### src/rtl/uart_pkg.sv
// ---------------------------------------------------------------------------
// uart_pkg
// Shared definitions for the UART transmit-side feeder.
//   - DATA_BITS_DEF : default byte width, must match the transmitter
//   - tx_state_e    : issue-FSM state encoding (IDLE / ISSUE / WAIT_DONE)
// ---------------------------------------------------------------------------
package uart_pkg;

    localparam int DATA_BITS_DEF = 8;

    typedef enum logic [1:0] {
        ST_IDLE      = 2'd0,
        ST_ISSUE     = 2'd1,
        ST_WAIT_DONE = 2'd2
    } tx_state_e;

endpackage : uart_pkg

### src/rtl/uart_sync_fifo.sv
// ---------------------------------------------------------------------------
// uart_sync_fifo
// Single-clock byte FIFO with a separate level counter.
// Ports:
//   clk_in, nrst_in   : clock, synchronous active-low reset
//   wr_en_in/wr_data_in : write strobe and data (dropped when full)
//   pop_in            : advance the read pointer (ignored when empty)
//   rd_data_out       : mem[rd_ptr], combinational view of the head entry
//   full_out/empty_out/level_out : registered occupancy flags and count
//   overflow_out      : one-cycle pulse for each write dropped while full
// ---------------------------------------------------------------------------
module uart_sync_fifo
    import uart_pkg::*;
#(
    parameter int DEPTH     = 16,
    parameter int DATA_BITS = DATA_BITS_DEF,
    localparam int AW       = $clog2(DEPTH),
    localparam int LW       = AW + 1
) (
    input  logic                 clk_in,
    input  logic                 nrst_in,
    input  logic                 wr_en_in,
    input  logic [DATA_BITS-1:0] wr_data_in,
    input  logic                 pop_in,
    output logic [DATA_BITS-1:0] rd_data_out,
    output logic                 full_out,
    output logic                 empty_out,
    output logic [LW-1:0]        level_out,
    output logic                 overflow_out
);

    logic [DATA_BITS-1:0] r_mem [DEPTH];
    logic [AW-1:0]        r_wr_ptr;
    logic [AW-1:0]        r_rd_ptr;
    logic [LW-1:0]        r_level;
    logic                 r_full;
    logic                 r_empty;
    logic                 r_overflow;

    logic                 w_wr_ok;
    logic                 w_pop_ok;
    logic [LW-1:0]        w_level_nxt;

    // Acceptance uses the registered full flag, so a pop in the same
    // cycle never frees room for a write that arrives while full.
    assign w_wr_ok  = wr_en_in & ~r_full;
    assign w_pop_ok = pop_in & ~r_empty;

    always_comb begin
        w_level_nxt = r_level;
        case ({w_wr_ok, w_pop_ok})
            2'b10:   w_level_nxt = r_level + LW'(1);
            2'b01:   w_level_nxt = r_level - LW'(1);
            default: w_level_nxt = r_level;
        endcase
    end

    // Storage carries no reset; stale contents are unreachable once the
    // pointers and level are cleared.
    always_ff @(posedge clk_in) begin
        if (w_wr_ok) begin
            r_mem[r_wr_ptr] <= wr_data_in;
        end
    end

    always_ff @(posedge clk_in) begin
        if (!nrst_in) begin
            r_wr_ptr   <= '0;
            r_rd_ptr   <= '0;
            r_level    <= '0;
            r_full     <= 1'b0;
            r_empty    <= 1'b1;
            r_overflow <= 1'b0;
        end else begin
            if (w_wr_ok) begin
                r_wr_ptr <= r_wr_ptr + AW'(1);
            end
            if (w_pop_ok) begin
                r_rd_ptr <= r_rd_ptr + AW'(1);
            end
            r_level    <= w_level_nxt;
            r_full     <= (w_level_nxt == LW'(DEPTH));
            r_empty    <= (w_level_nxt == '0);
            r_overflow <= wr_en_in & r_full;
        end
    end

    assign rd_data_out  = r_mem[r_rd_ptr];
    assign full_out     = r_full;
    assign empty_out    = r_empty;
    assign level_out    = r_level;
    assign overflow_out = r_overflow;

endmodule : uart_sync_fifo

### src/rtl/uart_tx_feeder.sv
// ---------------------------------------------------------------------------
// uart_tx_feeder
// Buffers host bytes and offers them one at a time to the UART transmitter,
// pacing issue with the transmitter's busy/done handshake.
// Ports:
//   clk_in, nrst_in          : shared oversampled baud clock, sync active-low reset
//   wr_en_in, wr_data_in     : host write port
//   full_out, empty_out, level_out, overflow_out : FIFO status
//   tx_data_out, data_rdy_out : byte offer to the transmitter
//   tx_busy_in, tx_done_in   : transmitter busy level and done pulse
// ---------------------------------------------------------------------------
module uart_tx_feeder
    import uart_pkg::*;
#(
    parameter int DEPTH     = 16,
    parameter int DATA_BITS = DATA_BITS_DEF
) (
    input  logic                     clk_in,
    input  logic                     nrst_in,
    input  logic                     wr_en_in,
    input  logic [DATA_BITS-1:0]     wr_data_in,
    output logic                     full_out,
    output logic                     empty_out,
    output logic [$clog2(DEPTH):0]   level_out,
    output logic                     overflow_out,
    output logic [DATA_BITS-1:0]     tx_data_out,
    output logic                     data_rdy_out,
    input  logic                     tx_busy_in,
    input  logic                     tx_done_in
);

    tx_state_e            r_state;
    logic [DATA_BITS-1:0] r_tx_data;
    logic                 r_data_rdy;

    logic [DATA_BITS-1:0] w_rd_data;
    logic                 w_empty;
    logic                 w_pop;

    // Busy is only meaningful while an offer is outstanding; elsewhere it
    // is ignored so a lingering busy cannot pop a second entry.
    assign w_pop = (r_state == ST_ISSUE) & tx_busy_in;

    uart_sync_fifo #(
        .DEPTH     (DEPTH),
        .DATA_BITS (DATA_BITS)
    ) u_fifo (
        .clk_in       (clk_in),
        .nrst_in      (nrst_in),
        .wr_en_in     (wr_en_in),
        .wr_data_in   (wr_data_in),
        .pop_in       (w_pop),
        .rd_data_out  (w_rd_data),
        .full_out     (full_out),
        .empty_out    (w_empty),
        .level_out    (level_out),
        .overflow_out (overflow_out)
    );

    // IDLE always lasts at least one cycle after WAIT_DONE, which gives the
    // transmitter time to drop busy before the next offer is raised.
    always_ff @(posedge clk_in) begin
        if (!nrst_in) begin
            r_state    <= ST_IDLE;
            r_tx_data  <= '0;
            r_data_rdy <= 1'b0;
        end else begin
            case (r_state)
                ST_IDLE: begin
                    r_data_rdy <= 1'b0;
                    if (!w_empty) begin
                        r_tx_data  <= w_rd_data;
                        r_data_rdy <= 1'b1;
                        r_state    <= ST_ISSUE;
                    end
                end
                ST_ISSUE: begin
                    if (tx_busy_in) begin
                        r_data_rdy <= 1'b0;
                        r_state    <= ST_WAIT_DONE;
                    end
                end
                ST_WAIT_DONE: begin
                    r_data_rdy <= 1'b0;
                    if (tx_done_in) begin
                        r_state <= ST_IDLE;
                    end
                end
                default: begin
                    r_data_rdy <= 1'b0;
                    r_state    <= ST_IDLE;
                end
            endcase
        end
    end

    assign empty_out    = w_empty;
    assign tx_data_out  = r_tx_data;
    assign data_rdy_out = r_data_rdy;

endmodule : uart_tx_feeder

### config.mk
export PLATFORM = sky130hd
export DESIGN_NAME = uart_tx_feeder
export DESIGN_NICKNAME = d
export VERILOG_FILES = /design/src/rtl/uart_pkg.sv /design/src/rtl/uart_sync_fifo.sv /design/src/rtl/uart_tx_feeder.sv
export SDC_FILE = /design/constraint.sdc
export NUM_CORES = 1
export LEC_CHECK = 0
export CORE_MARGIN = 2
export CORE_UTILIZATION = 44
export CTS_BUF_LIST = sky130_fd_sc_hd__clkbuf_8
export DETAILED_ROUTE_END_ITERATION = 16
export REMOVE_ABC_BUFFERS = 1
export SYNTH_ARGS = -nofsm -noshare
export SYNTH_HDL_FRONTEND = slang
export SYNTH_SLANG_ARGS = --single-unit
export TNS_END_PERCENT = 100
### constraint.sdc
create_clock -name clk_in -period 4.5 [get_ports clk_in]
set_input_delay 0.9 -clock clk_in [delete_from_list [all_inputs] [get_ports clk_in]]
set_output_delay 0.9 -clock clk_in [all_outputs]
set_load 0.005 [all_outputs]
==> metrics.md, run 1 <==
| Metric | Value |
|---|---|
| Outcome | finished clean |
| Hold_ws | ~0.45 ns |
| FF-to-FF path depth | 5 |
| Pin count of the biggest net entering global routing | 24 |
| Top FF cell, synth | edfxtp_1 |
| Core Rows | 43 |
| Post-synth top cells | 128 x edfxtp_1, 40 x mux4_2, 29 x nand2_1 |
| CTS tree | done |
| Clk_skew | 0.0106 ns |
| Period utilisation layout | between 60% and 70% |
| Clock Tree Root | clkbuf_8 |
| Hpwl dp | between 7 and 8 mm |
| Fin crit period | 2.89 ns |
| Worst slew pin tran | around 1.1 ns |
| Routed Antenna Nets | 0 |
| GRT met1 Usage | around 22% |
| Slowest CP cell | clkdlybuf4s50_1 |
| Flops & latches, synth | roughly 160 |
| Post-cts sizing count | 0 |
| Post-CTS Setup Repair Bufs | 0 |
| 1st-iter DRT viols | approximately 220 |
| Part of the Yosys area used for sequential elements | a little under three quarters |
| Area contributors post-synth | edfxtp_1 62%, mux4_2 15%, dfxtp_1 8.8% |
| DR WL/cell | about 18 µm |
| Setup tns final | 0 ns |
| Grt peak-use layer | met2 |
| Most frequent cell after synthesis | edfxtp_1 |
| Hold path cells | 2 |
| Via count | slightly above 3000 |
| Layout cell share with drive strength beyond 1 | roughly a fifth |
| Ordered cell list for the critical path | clkdlybuf4s50_1, nor2b_1, buf_4, inv_1, ha_1, o311ai_1, o21ai_1, and3_1, o311ai_1, o21ai_1 |
| TritonRoute pass-1 iters | 4 |
| Core Box Area | 13800 µm² |
| LEAKAGE | around 2.3 nW |
| Cell family with most CP delay | compound AO/OA/AOI/OAI gates |
| Asr flop ratio synth | 0% |
| Gpl congestion | approximately 0.8 |
| Vias in the first global route | between 3000 and 4000 |
| Synth warn | 0 |
| Highest clock rate | between 300 and 400 MHz |
| Syn Std Cell Area | slightly above 6000 µm² |
| Routed WL | 10.5 mm |
| Number of fill cells in the layout | ~1200 |
| Top Ports | 30 |
| Clock transition at path regs | ~0.080 ns |
| Num Clock Sinks | roughly 160 |
| Final hold violations | 0 |
| RSZ-0062 raised after global routing | false |
| Longest Clk Path Bufs | 2 |
| Starting Density | between 40% and 50% |
| Reg-to-reg slack, setup | 1.96 ns |
| Initial antenna violation count | 0 |
| Setup violations, final | 0 |
| Met2 Track Usage GR | 22.8% |
| First-pass GRT wire length | between 15 and 20 mm |
| Number of flops mapped to enable cells by yosys | roughly 130 |
| Die Width | around 120 µm |
| Relative slew margins | 27.8% |
| CTS buffer count | 17 |
| Critical path arrival | ~3.2 ns |
| Worst-Skew Late Latency | 0.45 ns |
| Via density | 5.27 |
| Largest fanout on the critical path | 9 |
| Endpoint kind of the worst setup timing path | register |
| Floorplan die area | 15000 µm² |
| Pwr Density | about 400 nW/µm² |
| GR Overflow Total | 0 |
| # H-tree levels | 4 |
| Die Y | about 120 µm |
| Global routing met3 resource utilization | 4.18% |
| Yosys cell types | 35 |
| Bufs and invs on worst path | 3 |
| ANT cells | 0 |
| Share of Yosys cell area claimed by the top area cell type | between 60% and 70% |
| Peak VDD IR | slightly below 0.2 mV |
| Startpoint Class | input pin |
| Hold Buf Count CTS | 0 |
| Critical Path Stages | 10 |
| Synth area leader | edfxtp_1 |
| Critical path's largest stage delay | roughly 0.46 ns |
| Max cap viols | 0 |
| Cells after Synth | 349 |
| Crit path kind | in -> reg |
| Final worst setup slack | ~1.6 ns |
| Port buffer count | 29 |
| GRT Total Usage | about 16% |
| Post-Place Worst Slack | 1.16 ns |
| CP Data Required Time | 4.81 ns |
| Type of the most critical hold path | reg -> reg |
| Area delta synth->final | 14.4% |
| Max Transition Viols Final | 0 |
| Syn avg cell area | roughly 18 µm² |
| Final #Nets | roughly 410 |
| DRC | 0 |
-- worst min-delay path, cell delays in order, from the launching register on --
cell	delay, ns
dfxtp_1	0.31
nand2_1	0.05
o21ai_1	0.05
-- kinds of logic after synthesis --
logic type / share of synthesized area [%]
DFF: 71.2
and+or+nand+nor: 5.83
muxes: 15.0
AOI/OAI and AO/OA: 2.85
buffers and inverters: 2.09
xor gates and xnor gates: 1.42
adders and majority gates: 1.63
-- area by class of cell --
type | count | area (µm²) | area share (%)
flip-flops and latches | 155 | 4390 | 62.3
multi-input cells | 168 | 1640 | 23.3
repair buffers | 39 | 365 | 5.19
clock buffers | 17 | 234 | 3.32
well taps | 180 | 225 | 3.20
clock inverters | 15 | 165 | 2.34
inverters | 7 | 26.3 | 0.373
-- metrics by stage --
stage / area (µm²) / instances / util [%] / total power, mW
2_1_floorplan: 6050 / 330 / - / 1.73
3_3_place_gp: 6650 / 549 / 48.2 / 1.81
3_5_place_dp: 6650 / 549 / 48.2 / 1.82
4_1_cts: 7040 / 581 / 51.1 / 2.85
5_1_grt: 7040 / 581 / 51.1 / 2.93
6_report: 7040 / 581 / 51.1 / 2.82
-- state kept, by name, indices dropped and copies added, names as in the netlist, 2 cells and up --
| register | count |
|---|---|
| r_state | 2 |
| tx_data_out | 8 |
| u_fifo.level_out | 5 |
| u_fifo.r_mem | 128 |
| u_fifo.r_rd_ptr | 4 |
| u_fifo.r_wr_ptr | 4 |
-- per-layer routing --
layer,wire (µm),part of all wire (%)
met5,0,0
met4,204,1.9
met2,4800,46
met1,5050,48
met3,482,4.6
-- cells in the final DEF (no fill, tap or decap), types with 7 or more instances in the layout --
cell type	synthesis	layout
edfxtp_1	128	128
mux4_2	40	40
nand2_1	29	29
clkdlybuf4s50_1	0	29
nor2_1	26	26
dfxtp_1	27	26
clkbuf_8	0	17
buf_4	0	10
ha_1	8	8
o21ai_0	7	7
-- final timing paths --
path	endpoint	start
setup / recovery	u_fifo.empty_out$_SDFF_PN1_	wr_en_in
hold / removal	tx_data_out[5]$_SDFFE_PN0P_	tx_data_out[5]$_SDFFE_PN0P_
setup reg to reg	tx_data_out[7]$_SDFFE_PN0P_	u_fifo.r_rd_ptr[0]$_SDFFE_PN0P_
hold reg to reg	tx_data_out[5]$_SDFFE_PN0P_	tx_data_out[5]$_SDFFE_PN0P_
-- power by group --
part | internal [mW] | total, mW | switching [mW] | leakage [nW]
logic | 0.0921 | 0.180 | 0.0884 | 0.696
clock network | 0.503 | 1.03 | 0.531 | 0.202
registers | 1.58 | 1.61 | 0.0237 | 1.38
Note: power is estimated with default switching activity, not from simulation.
==> run 2: changes to the inputs <==
==> constraint.sdc (replaced) <==
create_clock -name clk_in -period 2.99 [get_ports clk_in]
set_input_delay 0.598 -clock clk_in [delete_from_list [all_inputs] [get_ports clk_in]]
set_output_delay 0.598 -clock clk_in [all_outputs]
set_load 0.005 [all_outputs]
==> metrics.md, run 2 (same netlist as run 1, synthesis figures left out) <==
| Metric | Value |
|---|---|
| Outcome | finished clean |
| Clock share of power | 37.1% (+0.4 points) |
| Hold Buf Count CTS | 0 (unchanged) |
| Period utilisation layout | a little under nine tenths |
| RSZ-0062 raised after global routing | false |
| Clk_skew | 0.00796 ns (-0.00260 ns) |
| Worst-Skew Late Latency | 0.45 ns (about the same) |
| Clock Tree Root | clkbuf_8 |
| Switch Pwr | 936 µW (+46%) |
| CP Data Required Time | 3.36 ns (-1.45 ns) |
| Critical path arrival | 2.92 ns (-0.29 ns) |
| Core Box Area | 13800 µm² (unchanged) |
| # H-tree levels | 4 (unchanged) |
| ANT cells | 0 (unchanged) |
| Routed WL | 10.8 mm (+2.9%) |
| Logic pwr share | 6.5% (about the same) |
| Largest Register | u_fifo.r_mem |
| Worst slew pin tran | 0.604 ns (-0.477 ns) |
| Die Y | 122 µm (unchanged) |
| Highest clock rate | slightly below 400 MHz |
| Commonest cells after routing, fill and taps aside | 128 x edfxtp_1, 40 x mux4_2, 29 x nand2_1, 29 x clkdlybuf4s50_1 |
| Pin count of the biggest net entering global routing | 36 (+50%) |
| Hpwl dp | 7.26 mm (+0.22%) |
| Area delta synth->final | 16.3% |
| Critical path launch point | tx_busy_in |
| CTS tree | done |
| Core Rows | 43 (unchanged) |
| Endpoint kind of the worst setup timing path | register |
| Floorplan die area | 15000 µm² (unchanged) |
| Type of the most critical hold path | reg -> reg |
| Final hold violations | 0 (unchanged) |
| Final Cell Area | 7160 µm² (+1.6%) |
| Relative slew margins | 59.7% (+32 points) |
| Max Transition Viols Final | 0 (unchanged) |
| Clock transition at path regs | 0.08 ns (about the same) |
| Fin crit period | between 2 and 3 ns |
| HP Start | tx_data_out[6]$_SDFFE_PN0P_ |
| Port buffer count | 29 (unchanged) |
| Die Width | 122 µm (unchanged) |
| Layout cell share with drive strength beyond 1 | 23.2% (+2.5 points) |
| 1st-iter DRT viols | 286 (+28%) |
| Post-CTS Setup Repair Bufs | 0 (unchanged) |
| Setup violations, final | 0 (unchanged) |
| Via density | 5.18 (-1.6%) |
| GRT Total Usage | 15.7% (+0.16 points) |
| Starting Density | 44.7% (unchanged) |
| Via count | 3073 (+0.42%) |
| Top Ports | 30 (unchanged) |
| CTS buffer count | 17 (unchanged) |
| Internal power | 3.34 mW (+53%) |
| Most common cell after layout, fill and taps aside | edfxtp_1 |
| Routed Antenna Nets | 0 (unchanged) |
| Startpoint Class | input pin |
| TritonRoute pass-1 iters | 4 (unchanged) |
| Longest Clk Path Bufs | 2 (unchanged) |
| First-pass GRT wire length | 17.0 mm (+2.0%) |
| Num Clock Sinks | 155 (unchanged) |
| Max FFs per register | 128 (unchanged) |
| DRC | 0 (unchanged) |
| Setup tns final | 0 ns (unchanged) |
| Vias in the first global route | 3132 (+3.6%) |
| Placement Cell Area | 6750 µm² (+1.5%) |
| Initial antenna violation count | 0 (unchanged) |
| Sw Ratio | 21.9% (-0.90 points) |
| Worst r2r src | u_fifo.empty_out$_SDFF_PN1_ |
| Max cap viols | 0 (unchanged) |
| Final Util | 52.0% (+0.83 points) |
| LEAKAGE | 2.35 nW (+3.3%) |
| Total Power | 4.27 mW (+52%) |
| Final #Nets | 421 (+2.9%) |
| GR Overflow Total | 0 (unchanged) |
| Post-cts sizing count | 0 (unchanged) |
| DR WL/cell | 18.3 µm (+0.82%) |
| Largest fanout on the critical path | 7 (-2) |
| Flop pwr share | 56.5% (-0.4 points) |
| Number of fill cells in the layout | 1177 (+1.8%) |
| Crit path kind | in -> reg |
| Gpl congestion | 0.830 (+5.2%) |
| Pwr Density | 597 nW/µm² (+49%) |
| Peak VDD IR | 0.257 mV (+32%) |
run 2: changes by cell type in the layout (fill, tap and decap cells not counted), sizes merged:
cell / before / now
buf: 10 / 22
clkbuf: 17 / 20
clkinv: 7 / 6
inv: 12 / 10
run 2: worst paths after layout:
kind / endpoint / slack, ns / cells past startpoint
hold reg to reg: tx_data_out[6]$_SDFFE_PN0P_ / 0.45 / 2
hold / removal: tx_data_out[6]$_SDFFE_PN0P_ / 0.45 / 2
setup / recovery: u_fifo.full_out$_SDFF_PN0_ / 0.44 / 12
setup reg to reg: u_fifo.full_out$_SDFF_PN0_ / 0.63 / 11
run 2: routing by layer:
| metal | track usage, % | vias up | share of wire, % |
|---|---|---|---|
| li1 | - | 1454 | - |
| met1 | 21.5 | 1541 | 48 |
| met2 | 23.6 | 66 | 47 |
| met3 | 4.23 | 12 | 3.5 |
| met4 | 7.11 | 0 | 1.5 |
| met5 | 0 | - | 0 |
run 2: worst max-delay path, cell delays in order:
cell	delay [ns]
clkdlybuf4s50_1	0.49
nand4bb_1	0.18
inv_2	0.17
nand2_1	0.16
xnor2_1	0.18
ha_1	0.16
a21o_1	0.14
nand2_1	0.07
o21ai_0	0.21
o211ai_1	0.14
xnor2_1	0.22
nor3b_1	0.19
run 2: power groups by stage:
stage	registers, mW	logic, mW	clock network [mW]
after global placement	2.46	0.274	0
after CTS	2.41	0.281	1.62
after floorplan	2.46	0.136	0
after detailed placement	2.46	0.280	0
after global routing	2.42	0.308	1.71
final	2.41	0.276	1.58
run 2: through the flow:
step / setup slack [ns] / instances / hold slack (ns)
floorplan: 0.102 / 330 / 0.445
global placement: 0.110 / 561 / 0.436
detailed placement: 0.0280 / 561 / 0.446
CTS: 0.483 / 593 / 0.458
global route: 0.157 / 593 / 0.490
finish: 0.439 / 593 / 0.452
run 2: layout make-up:
class	count	area [µm²]	share of cell area, %
sequential	155	4390	61.3
multi-input combinational	168	1640	23.0
timing repair buffer	51	468	6.54
clock buffer	20	275	3.85
tap	180	225	3.15
clock inverter	12	135	1.89
inverter	7	26.3	0.367
==> run 3: changes to the inputs <==
--- a/config.mk
+++ b/config.mk
@@ -9,6 +9,7 @@
 export CORE_UTILIZATION = 44
 export CTS_BUF_LIST = sky130_fd_sc_hd__clkbuf_8
 export DETAILED_ROUTE_END_ITERATION = 16
+export PLACE_DENSITY = 0.72
 export REMOVE_ABC_BUFFERS = 1
 export SYNTH_ARGS = -nofsm -noshare
 export SYNTH_HDL_FRONTEND = slang
==> metrics.md, run 3 (same netlist as run 1, synthesis figures left out) <==
| Metric | Value |
|---|---|
| Outcome | finished clean |
| GR Overflow Total | 0 (unchanged) |
| Switch Pwr | 895 µW (-4.4%) |
| Core Rows | 43 (unchanged) |
| Port buffer count | 29 (unchanged) |
| Final #Nets | 420 (-0.24%) |
| ANT cells | 0 (unchanged) |
| CP Data Required Time | 3.35 ns (about the same) |
| Clock transition at path regs | 0.08 ns (about the same) |
| Worst r2r src | r_state[1]$_SDFFE_PN0P_ |
| Post-CTS Setup Repair Bufs | 0 (unchanged) |
| Number of fill cells in the layout | 1114 (-5.4%) |
| Max cap viols | 0 (unchanged) |
| Most common cell after layout, fill and taps aside | edfxtp_1 |
| Setup violations, final | 0 (unchanged) |
| Worst slew pin tran | 0.588 ns (-0.0155 ns) |
| Final hold violations | 0 (unchanged) |
| Hold Buf Count CTS | 0 (unchanged) |
| Critical path arrival | 2.96 ns (+0.04 ns) |
| Startpoint Class | input pin |
| CTS buffer count | 17 (unchanged) |
| Via count | 3089 (+0.52%) |
| Flop pwr share | 56.3% (-0.2 points) |
| Initial antenna violation count | 0 (unchanged) |
| Num Clock Sinks | 155 (unchanged) |
| Peak VDD IR | 0.392 mV (+52%) |
| Crit path kind | in -> reg |
| Routed Antenna Nets | 0 (unchanged) |
| Worst-Skew Late Latency | 0.44 ns (about the same) |
| Total Power | 4.28 mW (+0.19%) |
| GRT Total Usage | 15.6% (-0.075 points) |
| Post-cts sizing count | 0 (unchanged) |
| Logic pwr share | 6.5% (about the same) |
| Sw Ratio | 20.9% (-1.0 points) |
| Post-Place Worst Slack | -0.0281 ns (-0.0561 ns) |
| Top Ports | 30 (unchanged) |
| Die Y | 122 µm (unchanged) |
| TritonRoute pass-1 iters | 4 (unchanged) |
| Largest fanout on the critical path | 7 (unchanged) |
| 1st-iter DRT viols | 299 (+4.5%) |
| Highest clock rate | 384 MHz (-2.1%) |
| Vias in the first global route | 3155 (+0.73%) |
| Fin crit period | 2.60 ns (+0.0534 ns) |
| Longest Clk Path Bufs | 2 (unchanged) |
| Critical path launch point | tx_busy_in |
| LEAKAGE | 2.35 nW (+0.17%) |
| Finished Layout Cells | 592 (-0.17%) |
| # H-tree levels | 4 (unchanged) |
| Max FFs per register | 128 (unchanged) |
| Clock Tree Root | clkbuf_8 |
| Area delta synth->final | 16.2% (about the same) |
| Hpwl dp | 7.14 mm (-1.6%) |
| Clk_skew | 0.0123 ns (+0.00436 ns) |
| CTS tree | done |
| Core Box Area | 13800 µm² (unchanged) |
| Pwr Density | 598 nW/µm² (+0.23%) |
| Clock share of power | 37.2% (about the same) |
| First-pass GRT wire length | 17.0 mm (about the same) |
| DR WL/cell | 17.8 µm (-2.4%) |
| Floorplan die area | 15000 µm² (unchanged) |
| Max Transition Viols Final | 0 (unchanged) |
| Period utilisation layout | 87.1% (+1.8 points) |
| Largest Register | u_fifo.r_mem |
| Layout cell share with drive strength beyond 1 | 22.1% (-1.2 points) |
| Endpoint kind of the worst setup timing path | register |
| DRC | 0 (unchanged) |
| Via density | 5.22 (+0.69%) |
| Pin count of the biggest net entering global routing | 36 (unchanged) |
| Hold_ws | 0.451 ns (-0.00109 ns) |
| Internal power | 3.39 mW (+1.5%) |
| Type of the most critical hold path | reg -> reg |
| Dpl cells | 560 (-0.18%) |
| Routed WL | 10.6 mm (-2.5%) |
| Commonest cells after routing, fill and taps aside | 128 x edfxtp_1, 40 x mux4_2, 29 x nand2_1, 29 x clkdlybuf4s50_1 |
| Starting Density | 44.7% (unchanged) |
| Gpl congestion | 0.844 (+1.7%) |
| Die Width | 122 µm (unchanged) |
| Relative slew margins | 60.7% (+1.0 points) |
| RSZ-0062 raised after global routing | false |
| Final worst setup slack | 0.386 ns (-0.0534 ns) |
| HP Start | tx_data_out[5]$_SDFFE_PN0P_ |
-- run 3: cell types whose count changed in the layout (fill, tap and decap cells not counted), sizes merged --
cell | previous run | this run
bufinv | 2 | 3
clkinvlp | 1 | 2
clkinv | 6 | 3
buf | 22 | 21
inv | 10 | 12
clkbuf | 20 | 19
-- run 3: path summary, 6_finish.rpt --
kind                                                    end  slack [ns]  cells after the start
worst max register to register   u_fifo.full_out$_SDFF_PN0_        0.60                     10
worst min register to register  tx_data_out[5]$_SDFFE_PN0P_        0.45                      2
worst min-delay path            tx_data_out[5]$_SDFFE_PN0P_        0.45                      2
worst max-delay path             u_fifo.full_out$_SDFF_PN0_        0.39                     11
-- run 3: per-layer routing --
| metal | part of all wire [%] | global-route usage [%] | up-vias |
|---|---|---|---|
| li1 | - | - | 1457 |
| met1 | 45 | 20.7 | 1552 |
| met2 | 50 | 25.1 | 71 |
| met3 | 4.3 | 3.76 | 9 |
| met4 | 1.1 | 5.89 | 0 |
| met5 | 0 | 0 | - |
-- run 3: worst max-delay path, stage by stage --
cell	delay, ns
clkdlybuf4s50_1	0.48
nand4bb_1	0.19
inv_2	0.17
nand2_1	0.16
xnor2_1	0.16
ha_1	0.20
a21o_1	0.19
xor2_1	0.27
a211o_1	0.18
o311ai_1	0.14
nor3b_1	0.21
-- run 3: metrics by stage --
stage / util (%) / instance area, µm² / setup TNS, ns
after global routing: 52.0 / 7160 / 0
after CTS: 52.0 / 7160 / 0
after floorplan: - / 6050 / 0
after detailed placement: 48.9 / 6740 / -0.0281
final: 52.0 / 7160 / 0
after global placement: 48.9 / 6740 / 0
-- run 3: power by group through the flow --
stage / Sequential (mW) / Combinational [mW] / Clock (mW)
after global routing: 2.41 / 0.308 / 1.71
after global placement: 2.46 / 0.270 / 0
after CTS: 2.41 / 0.283 / 1.63
after floorplan: 2.46 / 0.136 / 0
final: 2.41 / 0.278 / 1.59
after detailed placement: 2.46 / 0.281 / 0
-- run 3: layout make-up --
| type | instances | area [µm²] | share of cell area, % |
|---|---|---|---|
| clock inverters | 13 | 154 | 2.15 |
| repair buffers | 50 | 460 | 6.43 |
| inverters | 7 | 26.3 | 0.367 |
| well taps | 180 | 225 | 3.15 |
| clock buffers | 19 | 262 | 3.65 |
| multi-input cells | 168 | 1640 | 23.0 |
| flip-flops and latches | 155 | 4390 | 61.3 |
